--- src/rtl/op_sequencer_if.sv ---
// Dispatch bus between the operand sequencer and an external arithmetic unit.
// Handshake: master raises start for exactly one cycle with num1/num2/op stable;
// slave may raise done on that cycle or any later cycle, with res_in/of_in valid while done=1.
interface op_sequencer_if #(
  parameter int WIDTH = 16
);
  logic [WIDTH-1:0] num1;
  logic [WIDTH-1:0] num2;
  logic [1:0]       op;
  logic             start;
  logic             done;
  logic [WIDTH-1:0] res_in;
  logic             of_in;

  modport master (output num1, num2, op, start, input done, res_in, of_in);
  modport slave  (input num1, num2, op, start, output done, res_in, of_in);
endinterface

--- src/rtl/op_sequencer.sv ---
// Button-driven operand entry and start/done dispatch to a multi-cycle arithmetic unit,
// with result latching, optional result chaining, clear and EXEC timeout.
module op_sequencer #(
  parameter int WIDTH   = 16,
  parameter int TIMEOUT = 255,
  parameter bit CHAIN   = 1'b1
) (
  input  logic             clk,
  input  logic             rst_n,
  input  logic [WIDTH-1:0] sw,
  input  logic [3:0]       btn,
  input  logic             clr,
  op_sequencer_if.master   unit,
  output logic [WIDTH-1:0] result,
  output logic             overflow,
  output logic             err,
  output logic [2:0]       state,
  output logic             disp_en
);

  typedef enum logic [2:0] {
    S_IDLE  = 3'd0,
    S_LOAD1 = 3'd1,
    S_LOAD2 = 3'd2,
    S_EXEC  = 3'd3,
    S_SHOW  = 3'd4
  } state_e;

  localparam int CW = $clog2(TIMEOUT + 1);
  localparam logic [CW-1:0] CNT_LAST = CW'(TIMEOUT - 1);

  state_e           state_q, state_d;
  logic [WIDTH-1:0] num1_q, num1_d;
  logic [WIDTH-1:0] num2_q, num2_d;
  logic [1:0]       op_q, op_d;
  logic             start_q, start_d;
  logic [WIDTH-1:0] result_q, result_d;
  logic             overflow_q, overflow_d;
  logic             err_q, err_d;
  logic [CW-1:0]    cnt_q, cnt_d;
  logic             btn_ev;
  logic [1:0]       btn_code;

  assign btn_ev = |btn;

  // Lowest set button index selects the opcode.
  always_comb begin
    btn_code = 2'd3;
    if (btn[0])      btn_code = 2'd0;
    else if (btn[1]) btn_code = 2'd1;
    else if (btn[2]) btn_code = 2'd2;
  end

  always_comb begin
    state_d    = state_q;
    num1_d     = num1_q;
    num2_d     = num2_q;
    op_d       = op_q;
    start_d    = 1'b0;
    result_d   = result_q;
    overflow_d = overflow_q;
    err_d      = err_q;
    cnt_d      = cnt_q;
    if (clr) begin
      state_d    = S_IDLE;
      num1_d     = '0;
      num2_d     = '0;
      result_d   = '0;
      overflow_d = 1'b0;
      err_d      = 1'b0;
    end else begin
      case (state_q)
        S_IDLE:  if (btn_ev) state_d = S_LOAD1;
        S_LOAD1: begin
          num1_d = sw;
          if (btn_ev) state_d = S_LOAD2;
        end
        S_LOAD2: begin
          num2_d = sw;
          if (btn_ev) begin
            state_d = S_EXEC;
            op_d    = btn_code;
            start_d = 1'b1;
            cnt_d   = '0;
          end
        end
        S_EXEC: begin
          // done is checked before the timeout so a last-cycle done still wins.
          if (unit.done) begin
            result_d   = unit.res_in;
            overflow_d = unit.of_in;
            err_d      = 1'b0;
            state_d    = S_SHOW;
          end else if (cnt_q == CNT_LAST) begin
            result_d   = '0;
            overflow_d = 1'b0;
            err_d      = 1'b1;
            state_d    = S_SHOW;
          end else begin
            cnt_d = cnt_q + 1'b1;
          end
        end
        S_SHOW: begin
          if (CHAIN && btn_ev) begin
            num1_d     = result_q;
            overflow_d = 1'b0;
            err_d      = 1'b0;
            state_d    = S_LOAD2;
          end
        end
        default: state_d = S_IDLE;
      endcase
    end
  end

  always_ff @(posedge clk or negedge rst_n) begin
    if (!rst_n) begin
      state_q    <= S_IDLE;
      num1_q     <= '0;
      num2_q     <= '0;
      op_q       <= 2'b00;
      start_q    <= 1'b0;
      result_q   <= '0;
      overflow_q <= 1'b0;
      err_q      <= 1'b0;
      cnt_q      <= '0;
    end else begin
      state_q    <= state_d;
      num1_q     <= num1_d;
      num2_q     <= num2_d;
      op_q       <= op_d;
      start_q    <= start_d;
      result_q   <= result_d;
      overflow_q <= overflow_d;
      err_q      <= err_d;
      cnt_q      <= cnt_d;
    end
  end

  assign unit.num1  = num1_q;
  assign unit.num2  = num2_q;
  assign unit.op    = op_q;
  assign unit.start = start_q;
  assign result     = result_q;
  assign overflow   = overflow_q;
  assign err        = err_q;
  assign state      = state_q;
  assign disp_en    = (state_q == S_SHOW);

endmodule
--- src/flat_wrapper.sv ---
// flat-port wrapper written by rule: the top's interface ports become plain ports
module op_sequencer_flat 
#(
  parameter int WIDTH   = 16,
  parameter int TIMEOUT = 255,
  parameter bit CHAIN   = 1'b1
)
  (clk, rst_n, sw, btn, clr, result, overflow, err, state, disp_en, unit_num1, unit_num2, unit_op, unit_start, unit_done, unit_res_in, unit_of_in);
  op_sequencer_if #(.WIDTH(WIDTH)) unit_i ();
  input  logic clk;
  input  logic rst_n;
  input  logic [WIDTH-1:0] sw;
  input  logic [3:0] btn;
  input  logic clr;
  output logic [WIDTH-1:0] result;
  output logic overflow;
  output logic err;
  output logic [2:0] state;
  output logic disp_en;
  output wire logic [$bits(unit_i.num1)-1:0] unit_num1;
  output wire logic [$bits(unit_i.num2)-1:0] unit_num2;
  output wire logic [$bits(unit_i.op)-1:0] unit_op;
  output wire logic [$bits(unit_i.start)-1:0] unit_start;
  input wire logic [$bits(unit_i.done)-1:0] unit_done;
  input wire logic [$bits(unit_i.res_in)-1:0] unit_res_in;
  input wire logic [$bits(unit_i.of_in)-1:0] unit_of_in;
  assign unit_num1 = unit_i.num1;
  assign unit_num2 = unit_i.num2;
  assign unit_op = unit_i.op;
  assign unit_start = unit_i.start;
  assign unit_i.done = unit_done;
  assign unit_i.res_in = unit_res_in;
  assign unit_i.of_in = unit_of_in;
  op_sequencer #(.WIDTH(WIDTH), .TIMEOUT(TIMEOUT), .CHAIN(CHAIN)) u_core (.clk(clk), .rst_n(rst_n), .sw(sw), .btn(btn), .clr(clr), .unit(unit_i), .result(result), .overflow(overflow), .err(err), .state(state), .disp_en(disp_en));
endmodule
--- config.mk ---
export PLATFORM = sky130hd
export DESIGN_NAME = op_sequencer_flat
export DESIGN_NICKNAME = d
export VERILOG_FILES = /design/src/rtl/op_sequencer_if.sv /design/src/rtl/op_sequencer.sv /design/src/flat_wrapper.sv
export SDC_FILE = /design/constraint.sdc
export NUM_CORES = 1
export LEC_CHECK = 0
export ABC_AREA = 0
export BUFFER_PORTS_ARGS = -buffer_cell sky130_fd_sc_hd__buf_2
export CORE_MARGIN = 3
export CORE_UTILIZATION = 45
export DETAILED_ROUTE_END_ITERATION = 16
export PLACE_DENSITY_LB_ADDON = 0.25
export REMOVE_ABC_BUFFERS = 1
export SYNTH_ARGS = -nofsm -noshare
export SYNTH_HDL_FRONTEND = slang
export SYNTH_SLANG_ARGS = --single-unit
--- constraint.sdc ---
create_clock -name clk -period 2.39 [get_ports clk]
set_input_delay 0.717 -clock clk [delete_from_list [all_inputs] [get_ports clk]]
set_output_delay 0.717 -clock clk [all_outputs]
set_load 0.01 [all_outputs]
==> key figures, run 1 <==
Setup path
  • Critical Path RT: 1670 ps
  • Cell Chain, Critical Path: buf_4 -> nor2_1 -> buf_2
  • CP startpoint kind: register
  • Critical path launch point: u_core.state[1]$_DFFE_PN0P_
  • FF-to-FF Start: u_core.state[1]$_DFFE_PN0P_
  • RR Endpoint: u_core.cnt_q[7]$_DFFE_PN0P_
  • R2r setup slk: 450 ps
  • Critical path type: reg2out
  • Top Family by Delay on Critical Path: flip-flops
  • Crit path DAT: 1520 ps
  • CP endpoint kind: output pin
  • Buf+Inv Stages, Crit Path: 2
  • Crit path max-delay cell type: dfrtp_1
  • Worst Path Max Fanout: 10
  • Worst reg2reg path depth: 5
  • Crit-path max cell delay: 510 ps

Cells and area
  • Inserted Diodes: 0
  • Cell area after layout: 3790 µm²
  • Post-Route Utilization: 61.4%
  • Post-Layout Cell Count: 480
  • Layout cells sized above 1: 32.8%
  • Nets: 444
  • Filler cell count: 530
  • Area Overhead vs Synth: 27.6%

Yosys
  • Compound-Gate Fraction of Synth Area: 24.0%
  • Ys Warns: 0
  • Async SR Flop Fraction: 100%
  • Post-synthesis simple-gate area fraction: 14.9%
  • Post-synth EDFFs: 0
  • Main combinational cell family by area after synthesis: compound AO/OA/AOI/OAI gates
  • Xor and xnor fraction of the mapped netlist area: 0%
  • Register area share after synthesis: 53.9%
  • Main synth FF type: dfrtp_1
  • Multiplexer area fraction after synthesis: 0.759%
  • Post-Syn Area: 2970 µm²
  • Synth unique cells: 48
  • Adder-Cell Fraction of Synth Area: 0.843%
  • Post-synthesis register bit count: 64
  • Mapped Cells: 295
  • Mapped Avg Cell Area: 10.1 µm²

Timing
  • Clock skew: 7.88 ps
  • Fin. Hold Viols: 0
  • Rel. slew slack: 66.9%
  • Peak Freq: 0.447 GHz
  • Setup TNS: 0 ps
  • Slew @ Worst Pin: 496 ps
  • Final period utilization: 93.6%
  • Setup Viol. Count Final: 0
  • RSZ-0062 raised after global routing: false
  • Final Slew Violations: 0
  • Final period demand of the worst path: 2240 ps

Global route
  • Gr usage total: 22.3%
  • Vias in the first global route: 2703
  • Initial antenna violation count: 0
  • GR Overflow Total: 0
  • First-pass GRT wire length: 13.1 mm
  • Largest net degree at the start of global routing: 65

Clocking
  • Longest Clk Path Bufs: 2
  • Post-CTS Hold Buffers: 0
  • H-tree Lvls: 3
  • Worst skew pair latency: 340 ps
  • CTS tree: done
  • Root Driver: clkbuf_8
  • Setup Fix Bufs, Post-CTS: 0
  • Clk slew on worst S/H paths: 70 ps
  • CTS buffer count: 9
  • Post_cts resized: 0
  • CTS sink count: 64

Routing
  • Final WL: 8.07 mm
  • Residual DRC: 0
  • Final ANT Viol Nets: 0
  • DR vias: 2691
  • DR WL/cell: 16.8 µm
  • Vias/cell: 5.61
  • 1st-iter DRT viols: 179
  • First-pass iteration count of the detailed router: 4

Run status
  • Status: finished clean

Floorplan
  • Die Y: 87.2 µm
  • Die X: 87.2 µm
  • Starting Density: 48.2%
  • Area of the die: 7610 µm²
  • Core area: 6170 µm²
  • Row count: 28
  • Ports: 98

Power and ir drop
  • Pwr dens: 996 nW/µm²
  • Worst IR Drop VDD: 474 µV
  • Leak: 1.95 nW
  • Total power: 3.77 mW

Placed design
  • Area post-placement: 3620 µm²
  • Inst Count DP: 465
  • Port bufs: 97
  • Gpl congestion: 0.840
  • Dpl hpwl: 5.67 mm

Run
  • Max-Cap Viols: 0

Worst hold path
  • HP Class: in2async
per-stage QoR:
| stage | worst slack (ps) | hold slack [ps] |
|---|---|---|
| floorplan | -969 | 421 |
| global placement | 212 | 463 |
| detailed placement | 188 | 481 |
| CTS | 145 | 385 |
| global route | 88.5 | 395 |
| finish | 153 | 374 |
how the worst max path moves through the flow:
| stage | end | slack [ps] | cells after the start |
|---|---|---|---|
| after global placement | u_core.unit.num1[6]$_DFFE_PN0P_ | 210 | 8 |
| final | disp_en | 150 | 3 |
| after floorplan | u_core.err$_DFFE_PN0P_ | -970 | 4 |
| after detailed placement | u_core.unit.num1[4]$_DFFE_PN0P_ | 190 | 8 |
| after CTS | disp_en | 150 | 3 |
| after global routing | disp_en | 90 | 3 |
final cells by class:
| type | instances | area (µm²) | share of cell area (%) |
|---|---|---|---|
| inverter | 19 | 76.3 | 2.01 |
| clock buffer | 15 | 166 | 4.39 |
| timing repair buffer | 116 | 641 | 16.9 |
| sequential | 64 | 1600 | 42.3 |
| tap | 75 | 93.8 | 2.48 |
| multi-input combinational | 191 | 1210 | 31.9 |
flip-flops by register name (all words and copies together), names as in the netlist:
name / cells
u_core.result: 16
u_core.cnt_q: 8
u_core.overflow: 1
u_core.err: 1
u_core.unit.num1: 16
u_core.unit.op: 2
u_core.unit.start: 1
u_core.state: 3
u_core.unit.num2: 16
synthesized netlist by cell type (2+ instances only):
master	number	area share [%]
o211ai_1	2	0.51
o31ai_1	2	0.51
o21ai_0	4	0.67
nand2_1	38	4.8
a21oi_1	20	3.4
a21o_1	2	0.51
ha_1	2	0.84
inv_1	18	2.3
nand3_1	6	1.0
a211oi_1	16	4.0
nand2b_1	5	1.1
nor2_1	27	3.4
a22o_1	16	4.7
o32a_1	17	5.7
buf_2	7	1.2
dfrtp_1	64	54
mux2_1	2	0.76
and3_1	3	0.63
a211o_1	2	0.59
clkbuf_1	13	1.6
nor4_1	2	0.42
cell usage in the layout, fill, tap and decap left out, types with 2 or more instances in the layout:
| master | count |
|---|---|
| o32a_1 | 17 |
| buf_2 | 97 |
| nand3_1 | 6 |
| inv_1 | 18 |
| and3_1 | 3 |
| clkbuf_8 | 11 |
| o31ai_1 | 2 |
| nor2_1 | 27 |
| nand2_1 | 38 |
| buf_4 | 18 |
| a21o_1 | 2 |
| a21oi_1 | 20 |
| a22o_1 | 16 |
| a211o_1 | 2 |
| nand2b_1 | 5 |
| dfrtp_1 | 64 |
| ha_1 | 2 |
| a211oi_1 | 16 |
| clkbuf_1 | 4 |
| o211ai_1 | 2 |
| mux2_1 | 2 |
| o21ai_0 | 4 |
metal layers:
| metal | wire length, µm | GRT usage (%) | vias up |
|---|---|---|---|
| met5 | 0 | 0 | - |
| met4 | 120 | 8.37 | 0 |
| met3 | 662 | 6.05 | 12 |
| met2 | 3770 | 35.3 | 98 |
| met1 | 3510 | 29.4 | 1305 |
| li1 | - | - | 1276 |
report_power, final:
group	leakage, nW	internal (mW)	total, mW	switching (mW)
Sequential	0.867	1.34	1.54	0.205
Clock	0.0838	0.430	0.826	0.396
Combinational	0.998	0.606	1.41	0.799
Total	1.95	2.37	3.77	1.40
cells by family after synthesis:
logic type | after synthesis
adder cells (fa/ha/maj) | 2
multiplexers | 2
flip-flops | 64
AO/OA/AOI/OAI | 93
AND/OR/NAND/NOR | 94
buffers and inverters | 40
(Power assumes the default switching activity.)
==> run 2: changes to the inputs <==
--- a/config.mk
+++ b/config.mk
@@ -6,9 +6,10 @@
 export NUM_CORES = 1
 export LEC_CHECK = 0
 export ABC_AREA = 0
-export BUFFER_PORTS_ARGS = -buffer_cell sky130_fd_sc_hd__buf_2
+export BUFFER_PORTS_ARGS = -buffer_cell sky130_fd_sc_hd__clkbuf_2
 export CORE_MARGIN = 3
 export CORE_UTILIZATION = 45
+export CTS_BUF_LIST = sky130_fd_sc_hd__clkbuf_4 sky130_fd_sc_hd__clkbuf_8
 export DETAILED_ROUTE_END_ITERATION = 16
 export PLACE_DENSITY_LB_ADDON = 0.25
 export REMOVE_ABC_BUFFERS = 1
==> run 2 against run 1 <==
  * Sequential power about the same
  * Die area unchanged
  * Non-clock buffer count unchanged
  * Sequential share of layout area about the same
  * Worst hold slack improved by 17 ps
  * Largest power group unchanged
==> key figures, run 2 (synthesis gave the netlist of run 1 again) <==
Run status
  • Status: finished clean

Timing
  • Fin. Hold Viols: 0
  • Slew @ Worst Pin: 641 ps
  • Final period demand of the worst path: 2150 ps
  • Final period utilization: 89.9%
  • Rel. slew slack: 57.3%
  • Peak Freq: 0.466 GHz
  • Setup Viol. Count Final: 0
  • Fin worst setup slack: 242 ps
  • Clock skew: 12.3 ps
  • RSZ-0062 raised after global routing: false
  • Final Slew Violations: 0

Placed design
  • Port bufs: 97
  • Area post-placement: 3620 µm²
  • Dpl hpwl: 5.75 mm
  • DP Worst Slack: 217 ps
  • Gpl congestion: 0.844

Floorplan
  • Die X: 87.2 µm
  • Starting Density: 48.2%
  • Row count: 28
  • Core area: 6170 µm²
  • Die Y: 87.2 µm
  • Ports: 98
  • Area of the die: 7610 µm²

Cells and area
  • Layout cells sized above 1: 34.0%
  • Most frequent cells in the layout: 96 x clkbuf_2, 64 x dfrtp_1, 38 x nand2_1
  • Area Overhead vs Synth: 27.6%
  • Cell area after layout: 3790 µm²
  • Filler cell count: 522
  • Inserted Diodes: 0
  • Most common cell after layout, fill and taps aside: clkbuf_2
  • Multi-input combinational cell area: 1210 µm²
  • Register area: 1600 µm²
  • Nets: 444

Global route
  • Largest net degree at the start of global routing: 32
  • Gr usage total: 22.6%
  • Initial antenna violation count: 0
  • Vias in the first global route: 2642
  • First-pass GRT wire length: 13.2 mm
  • GR Overflow Total: 0

Routing
  • First-pass iteration count of the detailed router: 4
  • 1st-iter DRT viols: 186
  • Vias/cell: 5.64
  • Residual DRC: 0
  • Final ANT Viol Nets: 0
  • DR WL/cell: 16.7 µm
  • DR vias: 2713
  • Final WL: 8.02 mm

Power and ir drop
  • Clk network pwr share: 21.5%
  • Pwr dens: 988 nW/µm²
  • Worst IR Drop VDD: 574 µV
  • NetSw: 1.43 mW
  • Gate power share: 36.8%
  • Cell internal pwr: 2.31 mW
  • Sequential Power Share: 41.7%
  • Leak: 1.92 nW
  • Sw frac: 38.2%

Setup path
  • Crit path max-delay cell type: dfrtp_1
  • Worst Path Max Fanout: 16
  • Crit path DAT: 1430 ps
  • Worst reg2reg path depth: 5
  • CP endpoint kind: output pin
  • Critical path type: reg2out
  • Crit-path max cell delay: 610 ps
  • Critical Path RT: 1670 ps
  • FF-to-FF Start: u_core.state[1]$_DFFE_PN0P_
  • RR Endpoint: u_core.cnt_q[6]$_DFFE_PN0P_
  • CP startpoint kind: register
  • R2r setup slk: 450 ps
  • Cell Chain, Critical Path: buf_4 -> clkbuf_2

Clocking
  • Clk slew on worst S/H paths: 80 ps
  • H-tree Lvls: 3
  • CTS sink count: 64
  • Post-CTS Hold Buffers: 0
  • Setup Fix Bufs, Post-CTS: 0
  • CTS buffer count: 9
  • Post_cts resized: 0
  • Root Driver: clkbuf_8
  • Longest Clk Path Bufs: 2
  • Worst skew pair latency: 350 ps
  • CTS tree: done

Worst hold path
  • HP Class: in2async

Run
  • Max-Cap Viols: 0
run 2: changes by cell type in the layout (fill, tap and decap cells not counted):
cell | previous run | this run
buf_2 | 97 | 1
clkbuf_1 | 4 | 0
clkbuf_2 | 0 | 96
clkbuf_4 | 0 | 1
clkbuf_8 | 11 | 9
clkinv_2 | 0 | 4
clkinv_4 | 1 | 2
clkinvlp_4 | 0 | 1
run 2: final cells by class:
class                      instances  area share (%)
clock buffer                      10            3.47
clock inverter                     6           0.957
inverter                          19            2.01
multi-input combinational        191            31.9
sequential                        64            42.3
tap                               75            2.48
timing repair buffer             116            16.9
run 2: worst max path at each step:
stage	start	to	slack, ps	cells past startpoint
after floorplan	btn[0]	u_core.err$_DFFE_PN0P_	-970	4
after global placement	btn[1]	u_core.unit.num1[6]$_DFFE_PN0P_	280	7
after detailed placement	btn[1]	u_core.unit.num1[12]$_DFFE_PN0P_	220	7
after CTS	u_core.state[0]$_DFFE_PN0P_	disp_en	230	3
after global routing	u_core.state[0]$_DFFE_PN0P_	disp_en	160	3
final	u_core.state[1]$_DFFE_PN0P_	state[1]	240	2
run 2: worst max-delay path, delay by kind of cell (launching register included):
kind                   cells  cell delay [ps]
flip-flops                 1              610
buffers and inverters      2              470
run 2: per-stage QoR:
| stage | total power [mW] | utilization [%] | hold WS (ps) | cells | setup TNS (ps) |
|---|---|---|---|---|---|
| floorplan | 2.29 | - | 421 | 274 | -25460 |
| global placement | 2.93 | 58.7 | 465 | 465 | 0 |
| detailed placement | 2.96 | 58.7 | 479 | 465 | 0 |
| CTS | 3.77 | 61.5 | 413 | 481 | 0 |
| global route | 3.99 | 61.5 | 429 | 481 | 0 |
| finish | 3.74 | 61.5 | 391 | 481 | 0 |
run 2: power by group through the flow:
stage	clock network (mW)	logic, mW	registers, mW
4_1_cts	0.817	1.39	1.56
3_5_place_dp	0	1.39	1.58
5_1_grt	0.857	1.54	1.60
2_1_floorplan	0	0.629	1.66
3_3_place_gp	0	1.35	1.58
6_report	0.803	1.38	1.56
run 2: metal layers:
layer  track usage [%]  vias to the layer above  wire length [µm]  part of all wire, %
met1              30.7                     1314              3460                   43
met3              5.39                       16               658                  8.2
li1                  -                     1280                 -                    -
met5                 0                        -                 0                    0
met2              34.5                      103              3740                   47
met4              10.3                        0               159                  2.0
==> run 3: changes to the inputs <==
--- a/config.mk
+++ b/config.mk
@@ -8,7 +8,7 @@
 export ABC_AREA = 0
 export BUFFER_PORTS_ARGS = -buffer_cell sky130_fd_sc_hd__clkbuf_2
 export CORE_MARGIN = 3
-export CORE_UTILIZATION = 45
+export CORE_UTILIZATION = 33
 export CTS_BUF_LIST = sky130_fd_sc_hd__clkbuf_4 sky130_fd_sc_hd__clkbuf_8
 export DETAILED_ROUTE_END_ITERATION = 16
 export PLACE_DENSITY_LB_ADDON = 0.25
==> run 3 against run 2 <==
  * Non-clock buffer count down 2
  * Core utilization shrank 16 points
  * Clock skew fell by 1.4 ps
  * Clock power increased by 27%
  * Worst setup slack got worse by 56 ps
  * Die area rose by 34%
  * Critical path depth up 1
  * Final cell count grew 5.8%
  * First-iteration DRC count fell by 37%
  * Largest power group unchanged
==> key figures, run 3 (synthesis gave the netlist of run 1 again) <==
Timing
  • Smallest hold slack: 368 ps
  • Final Slew Violations: 0
  • Final period utilization: 92.2%
  • Setup Viol. Count Final: 0
  • Clock skew: 10.9 ps
  • Slew @ Worst Pin: 402 ps
  • Final period demand of the worst path: 2200 ps
  • Rel. slew slack: 73.1%
  • RSZ-0062 raised after global routing: false
  • Peak Freq: 0.454 GHz
  • Setup TNS: 0 ps
  • Fin. Hold Viols: 0
  • Fin worst setup slack: 186 ps

Run status
  • Status: finished clean

Global route
  • Largest net degree at the start of global routing: 65
  • Vias in the first global route: 2663
  • GR Overflow Total: 0
  • Gr usage total: 17.3%
  • First-pass GRT wire length: 13.7 mm
  • Initial antenna violation count: 0

Clocking
  • CTS tree: done
  • Root Driver: clkbuf_8
  • Setup Fix Bufs, Post-CTS: 0
  • Worst skew pair latency: 340 ps
  • Post-CTS Hold Buffers: 0
  • Post_cts resized: 0
  • CTS sink count: 64
  • Clk slew on worst S/H paths: 70 ps
  • Longest Clk Path Bufs: 2
  • CTS buffer count: 9
  • H-tree Lvls: 3

Power and ir drop
  • Pwr dens: 1030 nW/µm²
  • Leak: 1.94 nW
  • Total power: 3.97 mW
  • Worst IR Drop VDD: 375 µV

Floorplan
  • Starting Density: 35.1%
  • Row count: 33
  • Ports: 98
  • Die Y: 101 µm
  • Area of the die: 10200 µm²
  • Die X: 101 µm
  • Core area: 8460 µm²

Cells and area
  • Area Overhead vs Synth: 30.0%
  • Cell area after layout: 3860 µm²
  • Inserted Diodes: 0
  • Most frequent cells in the layout: 96 x clkbuf_2, 64 x dfrtp_1, 38 x nand2_1
  • Filler cell count: 831
  • Nets: 442
  • Most common cell after layout, fill and taps aside: clkbuf_2
  • Layout cells sized above 1: 33.7%

Setup path
  • FF-to-FF Start: u_core.state[2]$_DFFE_PN0P_
  • Critical Path RT: 1670 ps
  • Crit path DAT: 1490 ps
  • Crit-path max cell delay: 490 ps
  • CP endpoint kind: output pin
  • Buf+Inv Stages, Crit Path: 1
  • Critical path type: reg2out
  • Top Family by Delay on Critical Path: flip-flops
  • RR Endpoint: u_core.cnt_q[7]$_DFFE_PN0P_
  • Worst Path Max Fanout: 10
  • R2r setup slk: 580 ps
  • Worst reg2reg path depth: 5
  • Crit path max-delay cell type: dfrtp_1
  • CP startpoint kind: register
  • Cell Chain, Critical Path: nand2b_1 -> nor2_1 -> clkbuf_2

Placed design
  • Dpl hpwl: 5.92 mm
  • Port bufs: 97
  • Area post-placement: 3640 µm²
  • Gpl congestion: 0.815
  • DP Worst Slack: 245 ps

Routing
  • Met1 Routed Length: 3.76 mm
  • Top sig layer: met4
  • DR WL/cell: 16.7 µm
  • Final ANT Viol Nets: 0
  • Vias/cell: 5.31
  • DR vias: 2704
  • First-pass iteration count of the detailed router: 4
  • Final WL: 8.48 mm
  • Routed wl met2: 3.91 mm
  • 1st-iter DRT viols: 117
  • Residual DRC: 0
  • Metal3 WL: 657 µm

Run
  • Max-Cap Viols: 0

Worst hold path
  • HP Class: in2async
## run 3: stage by stage
step / util, % / instances
finish: 45.6 / 509
CTS: 45.6 / 509
global placement: 43.1 / 493
global route: 45.6 / 509
detailed placement: 43.1 / 493
floorplan: - / 274
## run 3: layer usage
metal | up-vias | global-route usage [%]
met5 | - | 0
met4 | 0 | 6.84
met3 | 13 | 4.08
met2 | 104 | 25.5
met1 | 1315 | 24.5
li1 | 1272 | -
## run 3: final cells by class
| type | instances | area (µm²) | area share [%] |
|---|---|---|---|
| tap | 105 | 131 | 3.40 |
| clock inverter | 6 | 83.8 | 2.17 |
| timing repair buffer | 114 | 626 | 16.2 |
| multi-input combinational | 191 | 1210 | 31.3 |
| sequential | 64 | 1600 | 41.5 |
| inverter | 19 | 76.3 | 1.98 |
| clock buffer | 10 | 131 | 3.40 |
## run 3: worst max-delay path by stage
stage / startpoint / to / slack [ps] / cells past startpoint
floorplan: btn[0] / u_core.err$_DFFE_PN0P_ / -970 / 4
global placement: btn[1] / u_core.overflow$_DFFE_PN0P_ / 240 / 6
detailed placement: btn[1] / u_core.err$_DFFE_PN0P_ / 250 / 6
CTS: u_core.state[0]$_DFFE_PN0P_ / disp_en / 180 / 3
global route: u_core.state[0]$_DFFE_PN0P_ / disp_en / 110 / 3
finish: u_core.state[0]$_DFFE_PN0P_ / disp_en / 190 / 3
## run 3: power breakdown
part / total, mW / switching (mW) / internal [mW]
combinational: 1.41 / 0.811 / 0.595
sequential: 1.55 / 0.208 / 1.34
clock: 1.02 / 0.420 / 0.595
total: 3.97 / 1.44 / 2.53
## run 3: worst register-to-register path, cell delays in order (launching register included)
cell and delay [ps]:
dfrtp_1 470, or3b_1 420, or3_4 380, clkinv_4 70, nor2_2 50, a211o_1 300
